==> config.mk <==
export PLATFORM = sky130hd
export DESIGN_NAME = traffic_light_ctrl
export DESIGN_NICKNAME = d
export VERILOG_FILES = /design/src/rtl/traffic_light_ctrl.sv
export SDC_FILE = /design/constraint.sdc
export NUM_CORES = 1
export LEC_CHECK = 0
export ABC_AREA = 1
export CORE_AREA = 2 2 45 47
export DETAILED_ROUTE_END_ITERATION = 7
export DIE_AREA = 0 0 47 49
export PLACE_DENSITY = 0.71
export SYNTH_ARGS = -nofsm -noshare
export SYNTH_HDL_FRONTEND = slang
export SYNTH_SLANG_ARGS = --single-unit
==> constraint.sdc <==
create_clock -name clk -period 3.3 [get_ports clk]
set_input_delay 0.495 -clock clk [delete_from_list [all_inputs] [get_ports clk]]
set_output_delay 0.495 -clock clk [all_outputs]
set_load 0.005 [all_outputs]
==> src/rtl/traffic_light_ctrl.sv <==
`default_nettype none
// ============================================================================
// Module   : traffic_light_ctrl
// Purpose  : Two-road Moore traffic light controller with min-green/yellow
//            timer and parade-mode hold of road B green.
// Revision : 1.0 - initial release
// ============================================================================
module traffic_light_ctrl #(
    parameter int TW            = 8,
    parameter int MIN_GREEN     = 4,
    parameter int YELLOW_CYCLES = 2
) (
    input  logic       clk,
    input  logic       reset,
    input  logic       TA,
    input  logic       TB,
    input  logic       M,
    output logic [1:0] LA,
    output logic [1:0] LB,
    output logic [1:0] state_o
);

    localparam logic [1:0]    c_green      = 2'b00;
    localparam logic [1:0]    c_yellow     = 2'b01;
    localparam logic [1:0]    c_red        = 2'b10;
    localparam logic [TW-1:0] c_green_last = TW'(MIN_GREEN - 1);
    localparam logic [TW-1:0] c_yel_last   = TW'(YELLOW_CYCLES - 1);
    localparam logic [TW-1:0] c_timer_max  = {TW{1'b1}};

    typedef enum logic [1:0] {
        S0 = 2'b00,
        S1 = 2'b01,
        S2 = 2'b10,
        S3 = 2'b11
    } state_t;

    state_t        r_state;
    state_t        w_next;
    logic [TW-1:0] r_timer;
    logic [1:0]    r_la;
    logic [1:0]    r_lb;
    logic          w_green_done;
    logic          w_yellow_done;

    assign w_green_done  = (r_timer >= c_green_last);
    assign w_yellow_done = (r_timer == c_yel_last);

    always_comb begin
        w_next = S0;
        case (r_state)
            S0:      w_next = (w_green_done && (!TA || M)) ? S1 : S0;
            S1:      w_next = w_yellow_done ? S2 : S1;
            S2:      w_next = (w_green_done && !M && !TB) ? S3 : S2;
            S3:      w_next = w_yellow_done ? S0 : S3;
            default: w_next = S0;
        endcase
    end

    function automatic logic [1:0] f_light_a(input state_t s);
        case (s)
            S0:      f_light_a = c_green;
            S1:      f_light_a = c_yellow;
            default: f_light_a = c_red;
        endcase
    endfunction

    function automatic logic [1:0] f_light_b(input state_t s);
        case (s)
            S2:      f_light_b = c_green;
            S3:      f_light_b = c_yellow;
            default: f_light_b = c_red;
        endcase
    endfunction

    // Lights are registered from the next state so they always equal the
    // decode of the state register, with no input-to-output path.
    always_ff @(posedge clk) begin
        if (reset) begin
            r_state <= S0;
            r_timer <= '0;
            r_la    <= c_green;
            r_lb    <= c_red;
        end else begin
            r_state <= w_next;
            r_la    <= f_light_a(w_next);
            r_lb    <= f_light_b(w_next);
            if (w_next != r_state)
                r_timer <= '0;
            else if (r_timer != c_timer_max)
                r_timer <= r_timer + 1'b1;
        end
    end

    assign LA      = r_la;
    assign LB      = r_lb;
    assign state_o = r_state;

endmodule
`default_nettype wire

# Yosys cells after proc, flatten, opt, wreduce, memory -nomap -nowiden
# Index checks and enable logic that the tools add are counted.
[classes]
mux = 7
order_cmp = 1
n_eq_ne = 9
add_sub_neg = 1
reduce_logical = 10
[op_table]
columns = ["operator", "n"]
rows = [
  ["$add 8x1->8 const B", 1],
  ["$eq 2x2->1 const B", 4],
  ["$eq 8x1->1 const B", 1],
  ["$ge 8x2->1 const B", 1],
  ["$ne 8x8->1 const B", 1],
  ["$pmux 2 s2", 2],
  ["$pmux 2 s4", 1],
  ["$eq 2x1->1 const B", 2],
  ["$logic_not 2->1", 2],
  ["$mux 2", 2],
  ["$logic_and 1x1->1", 3],
  ["$logic_not 1->1", 3],
  ["$mux 1", 2],
  ["$ne 2x2->1", 1],
  ["$reduce_or 2->1", 1],
  ["$logic_or 1x1->1", 1],
]
[word_totals]
word_cells = 32
register_bits = 14
output_inout_bits = 6
in_bits = 5

# Depth between registers and ports, before layout
# Gate-level depths: netlist of the first run.
[depth]
ltp_word = 7
ltp_mapped = 10
mapped_depth_nobuf = 10

# Worst setup path after synthesis of the first run
# No wires, ideal clock.
[synth_path]
path_type = "flip-flop to flip-flop"
from = "register r_timer[0]"
to = "register r_timer[0]"
synth_period_minus_slack_ns = 1.175
t_arrival_ns = 1.113
setup_ns = 0.063
required_ns = 3.237
path_slack_ns = 2.125
path_stages_with_launch = 10
path_buffers = 0
cell_sequence = "dfxtp_1 -> ha_1 -> nand2_2 -> nor2_4 -> nand2_4 -> clkinv_4 -> nand2_2 -> nand2_1 -> inv_1 -> nor2_2"
[synth_via]
elab_chain_cells = 7
word_cells_on_any_way = 14
classes_between = "add/sub (1); order compare (1); eq/ne (3); mux (5); reduce/logical (4)"
[synth_lines]
columns = ["item", "line_no", "rtl"]
rows = [
  ["from (decl)", "39", "logic [TW-1:0] r_timer;"],
  ["from (signal assigned)", "90", "r_timer <= r_timer + 1'b1;"],
  ["$ge 8x2->1", "45", "assign w_green_done = (r_timer >= c_green_last);"],
  ["$logic_and 1x1->1 (2 in series)", "53", "S2: w_next = (w_green_done && !M && !TB) ? S3 : S2;"],
  ["$mux 1", "53", ""],
  ["$pmux 2 s4", "50", "case (r_state)"],
  ["$ne 2x2->1", "87", "if (w_next != r_state)"],
  ["$reduce_or 2->1 (no line)", "--", ""],
]
# Parallel ways exist; a longest one is shown, timed or not.
# A chain may end at the register's enable or synchronous reset.

# Final worst setup path of the first run
[layout_path]
from = "register r_la[1], in the netlist LA[1]"
to = "output LA[1]"
[layout_rtl]
columns = ["item", "line_no", "rtl"]
rows = [
  ["from (decl)", "40", "logic [1:0] r_la;"],
  ["from (signal assigned)", "81", "r_la <= c_green;"],
  ["from (signal assigned)", "85", "r_la <= f_light_a(w_next);"],
  ["to (decl)", "18", "output logic [1:0] LA,"],
]
# No word-level cell between the ends.

==> results of run 1 <==
==> placed cells by master (no fill, tap or decap) <==
cell / synthesis / final
inv_1: 20 / 20
nand2_1: 29 / 29
o21ai_0: 3 / 3
a21oi_1: 1 / 1
nand3_1: 4 / 4
ha_1: 2 / 2
clkbuf_4: 0 / 3
clkinv_4: 1 / 1
nand2_4: 1 / 1
nor2_4: 1 / 1
nor2_1: 23 / 23
xor2_1: 2 / 2
nand2_2: 3 / 3
o21ai_1: 1 / 1
clkdlybuf4s50_1: 0 / 10
dfxtp_1: 13 / 13
nor2_2: 3 / 3
nand3b_1: 1 / 1
clkbuf_1: 0 / 1
==> registers in the layout (all words and copies together) (netlist names) <==
name     flops
state_o      1
LB           2
r_timer      8
LA           2
==> kinds of logic after synthesis <==
logic type      count (synthesis)
buf+inv                        22
flops                          13
xor+xnor                        2
compound gates                  5
simple gates                   65
fa+ha+maj                       2
==> routing by layer <==
metal | vias up | track usage
met5 | - | 0
met1 | 274 | 0.150
met3 | 4 | 0.0741
met2 | 11 | 0.226
met4 | 0 | 0.0463
li1 | 345 | -
==> area by class of cell <==
type / count / share of cell area
Clock buffer: 4 / 0.0307
Inverter: 21 / 0.0981
Multi-Input combinational cell: 74 / 0.410
Sequential cell: 13 / 0.305
Tap cell: 27 / 0.0395
Timing Repair Buffer: 10 / 0.117
==> metrics by stage <==
stage               power, uW  worst slack (ps)  std cells  hold WS [ps]
floorplan                 240              2120        109           459
global placement          268              1720        145           473
detailed placement        272              1700        145           487
CTS                       369              1580        149           506
global route              391              1510        149           548
finish                    366              1580        149           508
==> path summary, 6_finish.rpt <==
check | end | slack [ps] | from
max | LA[1] | 1580 | LA[1]
min | LA[0] | 510 | LA[1]
max reg2reg | r_timer[7] | 1950 | r_timer[0]
min reg2reg | LA[0] | 510 | LA[1]
==> report_power, final <==
part | leakage [uW] | switching, uW | internal (uW) | total [uW]
clock | 0.0000150 | 50.5 | 46.9 | 97.4
sequential | 0.000106 | 13.3 | 172 | 185
combinational | 0.000319 | 44.5 | 38.8 | 83.4
total | 0.000439 | 108 | 257 | 366
==> metrics.yaml, run 1 <==
status: "finished, final reports clean"
cts_tree: "built"
wl_met3_um: 67
tns_ps: 0
diodes: 0
synth_top_family_by_area: "simple AND/OR/NAND/NOR gates"
synth-compound-area-share: 0.0357
yosys-top-cells-count: "nand2_1, nor2_1, inv_1"
synth.area.top_cells: "dfxtp_1, nand2_1, nor2_1"
yosysMostFrequentCell: "nand2_1"
hold_path_depth: 1
num_rows: 16
critPathMaxStageDelay_ps: 530
synth_cell_type_count: 17
dr.pass1.iters: 4
cts.clk_slew.worst_paths_ps: 80
worst_pin_slew_ps: 199
min_path_type: "flop to flop"
path_delay_family: "buffers and inverters"
async_reset_ff_frac: 0
rsz0062_at_grt: "false"
worst-path-stages: 1
grt_pass1_vias: 595
critPathLaunchType: "flop"
reg2reg_depth: 8
drc: 0
setup_viol_count_final: 0
ys_ff_latch: 13
multi_input_area_um2: 350
die_h_um: 49
synth.cell_area_um2: 702
start_util: 0.381
htreeDepth: 1
critical_path_class: "flop to primary output"
slew_headroom: 0.867
grt_max_degree: 9
cts_sinks: 13
cp_cell_sequence: "clkdlybuf4s50_1"
wl_per_cell_um: 9.31
synthAdderAreaFrac: 0.0357
drive_above_1_share: 0.0984
power_density_nw_per_um2: 428
hold_viol: 0
drt_iter0_markers: 11
via_per_inst: 4.26
period_share: 0.520
wl_met2_um: 699
highest_layer: "met4"
cts_made_buffers: 3
grt.overflow.total: 0
clock_path_buffers: 2
io_pins: 11
grt_pass1_wl_mm: 2.33
crit_required_ps: 2800
final_util: 0.464
place_area_um2: 828
period_needed_ps: 1720
seq_area_frac_synth: 0.371
fin_skew_ps: 6.77
critical_path_arrival_ps: 1220
yosys_warnings: 0
synth_edf_count: 0
met1_length_um: 592
critPathMaxFanout: 6
cp-end-kind: "primary output"
timing.critical_path.buf_inv: 1
place_congestion: 0.780
dpl.hpwl_mm: 1.10
die_w_um: 47
clk_latency_ps: 280
yosys.area_share.simple: 0.403
synth_flop_cell: "dfxtp_1"
synth_cells: 109
critPathSlowestCell: "clkdlybuf4s50_1"
finalNetCount: 130
synth_mux_area_frac: 0
track_usage: 0.139
ctsHoldBuffers: 0
synth_largest_area_cell: "dfxtp_1"
postCtsSetupRepairBufs: 0
syn_nets: 116
syn_avg_cell_area_um2: 6.44
drv_slew: 0
num-fill-cells: 201
max-vdd-ir-drop_mv: 0.345
vias: 634
antenna_found_initial: 0
netlist.area_leader.share: 0.371
finalInstanceArea_um2: 855
cts_root_buf: "clkbuf_4"
die-area_um2: 2300
synthToLayoutAreaGrowth_pct: 21.7
wl_mm: 1.39
regArea_um2: 260
core_um2: 1840
max_freq_mhz: 583
io_buffers: 10
drtAntennaViolNets: 0
leakage_uw: 0.000439
drv_cap: 0
synth_xor_area_frac: 0.0250
post_cts_resized: 0
Power figures use the tool's default switching activity.
==> inputs of run 2 (changes only) <==
Clock period 3.3 ns to 1.6 ns, I/O delays scaled along.
==> results of run 2 <==
The final DEF is identical to that of run 1. Status: finished, final reports clean.
Among the figures that moved: setup slack after placement 1700 ps -> 257 ps; setup slack after layout 1580 ps -> 139 ps; register-to-register setup slack 1950 ps -> 250 ps; total power 366 uW -> 754 uW; worst IR drop on VDD 0.345 mV -> 0.712 mV
==> inputs of run 3 (changes only) <==
Settings changed: ABC_AREA 1 to 0, CORE_AREA 2 2 45 47 to 2 2 43 45, CTS_CLUSTER_SIZE set to 8, DIE_AREA 0 0 47 49 to 0 0 45 47, REMOVE_ABC_BUFFERS set to 1.
==> run 3 against run 2 <==
Synthesized cell count down 43%. Non-clock buffer count increased by 2. Combinational power is 3% lower. Largest power group unchanged.
==> metrics.yaml, run 3 <==
regMostFlops: "r_timer"
period_share: 0.932
cp-end-kind: "flop"
leakage_uw: 0.000294  # -33%
critical_path_class: "flop to flop"
synth_edf_count: 0  # unchanged
ctsHoldBuffers: 0  # unchanged
die-area_um2: 2120  # -8.2%
combPwrFrac: 0.221  # -0.007
cts_made_buffers: 3  # unchanged
finalNetCount: 84  # -35%
vias: 506  # -20%
crit_required_ps: 1790
place_congestion: 0.718  # -8.0%
via_per_inst: 5.44  # +28%
drive_above_1_share: 0.211  # +0.112
cts_tree: "built"
io_pins: 11  # unchanged
power_density_nw_per_um2: 966
period_needed_ps: 1490
grt_pass1_vias: 438  # -26%
core_um2: 1650  # -10%
cts.clk_slew.worst_paths_ps: 80  # about the same
fin_skew_ps: 2.51  # -4.26 ps
final_util: 0.476  # +0.0118
place_area_um2: 756  # -8.8%
min_path_type: "input pin to flop"
finalInstanceArea_um2: 786  # -8.1%
yosys_warnings: 0  # unchanged
grt.overflow.total: 0  # unchanged
start_util: 0.383  # +0.00146
clk_latency_ps: 280  # about the same
tns_ps: 0  # unchanged
critPathSlowestCell: "dfxtp_1"
power.total_uw: 759
die_w_um: 45  # -4.3%
yosys-top-cells-count: "dfxtp_1, nor2_1, a211oi_2"
drt_iter0_markers: 13  # +2
hold_viol: 0  # unchanged
synth_flop_cell: "dfxtp_1"
async_reset_ff_frac: 0  # unchanged
wl_mm: 1.14  # -18%
seq_area_frac_synth: 0.412  # +0.0411
track_usage: 0.118  # -0.0215
die_h_um: 47  # -4.1%
diodes: 0  # unchanged
wl_per_cell_um: 12.3  # +32%
power_switching_uw: 218
synthToLayoutAreaGrowth_pct: 24.4
synth.cell_area_um2: 632  # -10%
clock_path_buffers: 2  # unchanged
grt_max_degree: 9  # unchanged
path_delay_family: "compound AO/OA/AOI/OAI gates"
num-fill-cells: 148  # -26%
synth_cells: 62  # -43%
cp_cell_sequence: "inv_1, ha_1, a41o_1, a41o_4, a311oi_2"
critPathMaxStageDelay_ps: 400  # -130 ps
yosysMostFrequentCell: "dfxtp_1"
status: "finished, final reports clean"
synth_largest_area_cell: "dfxtp_1"
drc: 0  # unchanged
critPathMaxFanout: 8  # +2
final_common_cell: "dfxtp_1"
antenna_found_initial: 0  # unchanged
layout_setup_ws_ps: 109
worst_pin_slew_ps: 305  # +106 ps
pre_cts_ws_ps: -92.5
slew_headroom: 0.794  # -0.0727
swShare: 0.287
pwr-share-seq: 0.514  # +0.008
netlist.area_leader.share: 0.412  # +0.0411
critPathLaunchType: "flop"
internal_power_uw: 541
reg2reg_slack_ps: 110
postCtsSetupRepairBufs: 0  # unchanged
synth.area.top_cells: "dfxtp_1, a211oi_2, nor2_1"
synth_cell_type_count: 29  # +12
rsz0062_at_grt: "false"
setup_viol_count_final: 0  # unchanged
cts_sinks: 13  # unchanged
drv_slew: 0  # unchanged
drtAntennaViolNets: 0  # unchanged
max-vdd-ir-drop_mv: 0.486
timing.critical_path.buf_inv: 1  # unchanged
ys_ff_latch: 13  # unchanged
io_buffers: 10  # unchanged
drv_cap: 0  # unchanged
largest_reg_flops: 8  # unchanged
critical_path_arrival_ps: 1690  # +470 ps
num_rows: 15  # -1
dpl.hpwl_um: 900  # -18%
cts_root_buf: "clkbuf_4"
max_freq_mhz: 670
power_frac_clock: 0.266  # about the same
syn_avg_cell_area_um2: 10.2  # +58%
layout_common_cells: "dfxtp_1, nor2_1, clkdlybuf4s50_1"
htreeDepth: 1  # unchanged
grt_pass1_wl_mm: 1.84  # -21%
dr.pass1.iters: 4  # unchanged
run 3: cell types whose count changed in the layout (fill, tap and decap cells not counted), moves of 2 or more:
cell      change
nand2_1      -29
inv_1        -18
nor2_1       -13
a211oi_2      +3
nand2_2       -3
nor2_2        -3
a31oi_1       +2
buf_4         +2
nand3_1       -2
nor3_1        +2
nor3b_1       +2
o211ai_1      +2
run 3: cell families (layout without fill, tap and decap cells):
kind of cell / count (synthesis) / count (layout) / synth area share
flip-flops: 13 / 13 / 0.412
AO/OA/AOI/OAI: 13 / 13 / 0.200
buffers and inverters: 4 / 18 / 0.0317
adder cells (fa/ha/maj): 2 / 2 / 0.0396
XOR/XNOR: 3 / 3 / 0.0416
AND/OR/NAND/NOR: 27 / 27 / 0.275
run 3: power by group through the flow:
stage | logic [uW] | clock network, uW | registers [uW]
after floorplan | 105 | 0 | 393
after global placement | 167 | 0 | 395
after detailed placement | 169 | 0 | 398
after CTS | 170 | 205 | 390
after global routing | 185 | 225 | 394
final | 167 | 201 | 390
run 3: cell type report:
type | instances | area, um2 | share of cell area
multi-input cells | 45 | 354 | 0.451
flip-flops and latches | 13 | 260 | 0.331
repair buffers | 12 | 115 | 0.146
clock buffers | 3 | 22.5 | 0.0287
well taps | 17 | 21.3 | 0.0271
inverters | 2 | 7.51 | 0.00955
clock inverters | 1 | 5.00 | 0.00637
run 3: per-stage QoR:
step	instances	hold slack, ps
global route	93	568
detailed placement	89	543
finish	93	539
CTS	93	541
global placement	89	535
floorplan	60	312
run 3: repair_timing:
action | in CTS | in global routing
endpoints found under the hold margin | 0 | 0
endpoints found under the setup margin | 0 | 1
resized for setup | 0 | 1
run 3: layer usage:
metal  up-vias  GRT usage  share of wire
met3         0     0.0500          0.060
met1       240      0.148           0.44
met5         -          0              0
li1        256          -              -
met2        10      0.186           0.50
met4         0     0.0353              0
run 3: path summary, 6_finish.rpt:
check | from | end | depth (start not counted)
worst max-delay path | r_timer[1] | r_timer[4] | 5
worst min-delay path | reset | LA[1] | 2
worst max register to register | r_timer[1] | r_timer[4] | 5
worst min register to register | LA[1] | LA[0] | 2
run 3: worst reg2reg max path, delay by kind of cell, from the launching register on:
family / cells / cell delay, ps
flip-flops: 1 / 400
AO/OA/AOI/OAI: 3 / 760
adder cells (fa/ha/maj): 1 / 190
buffers and inverters: 1 / 60
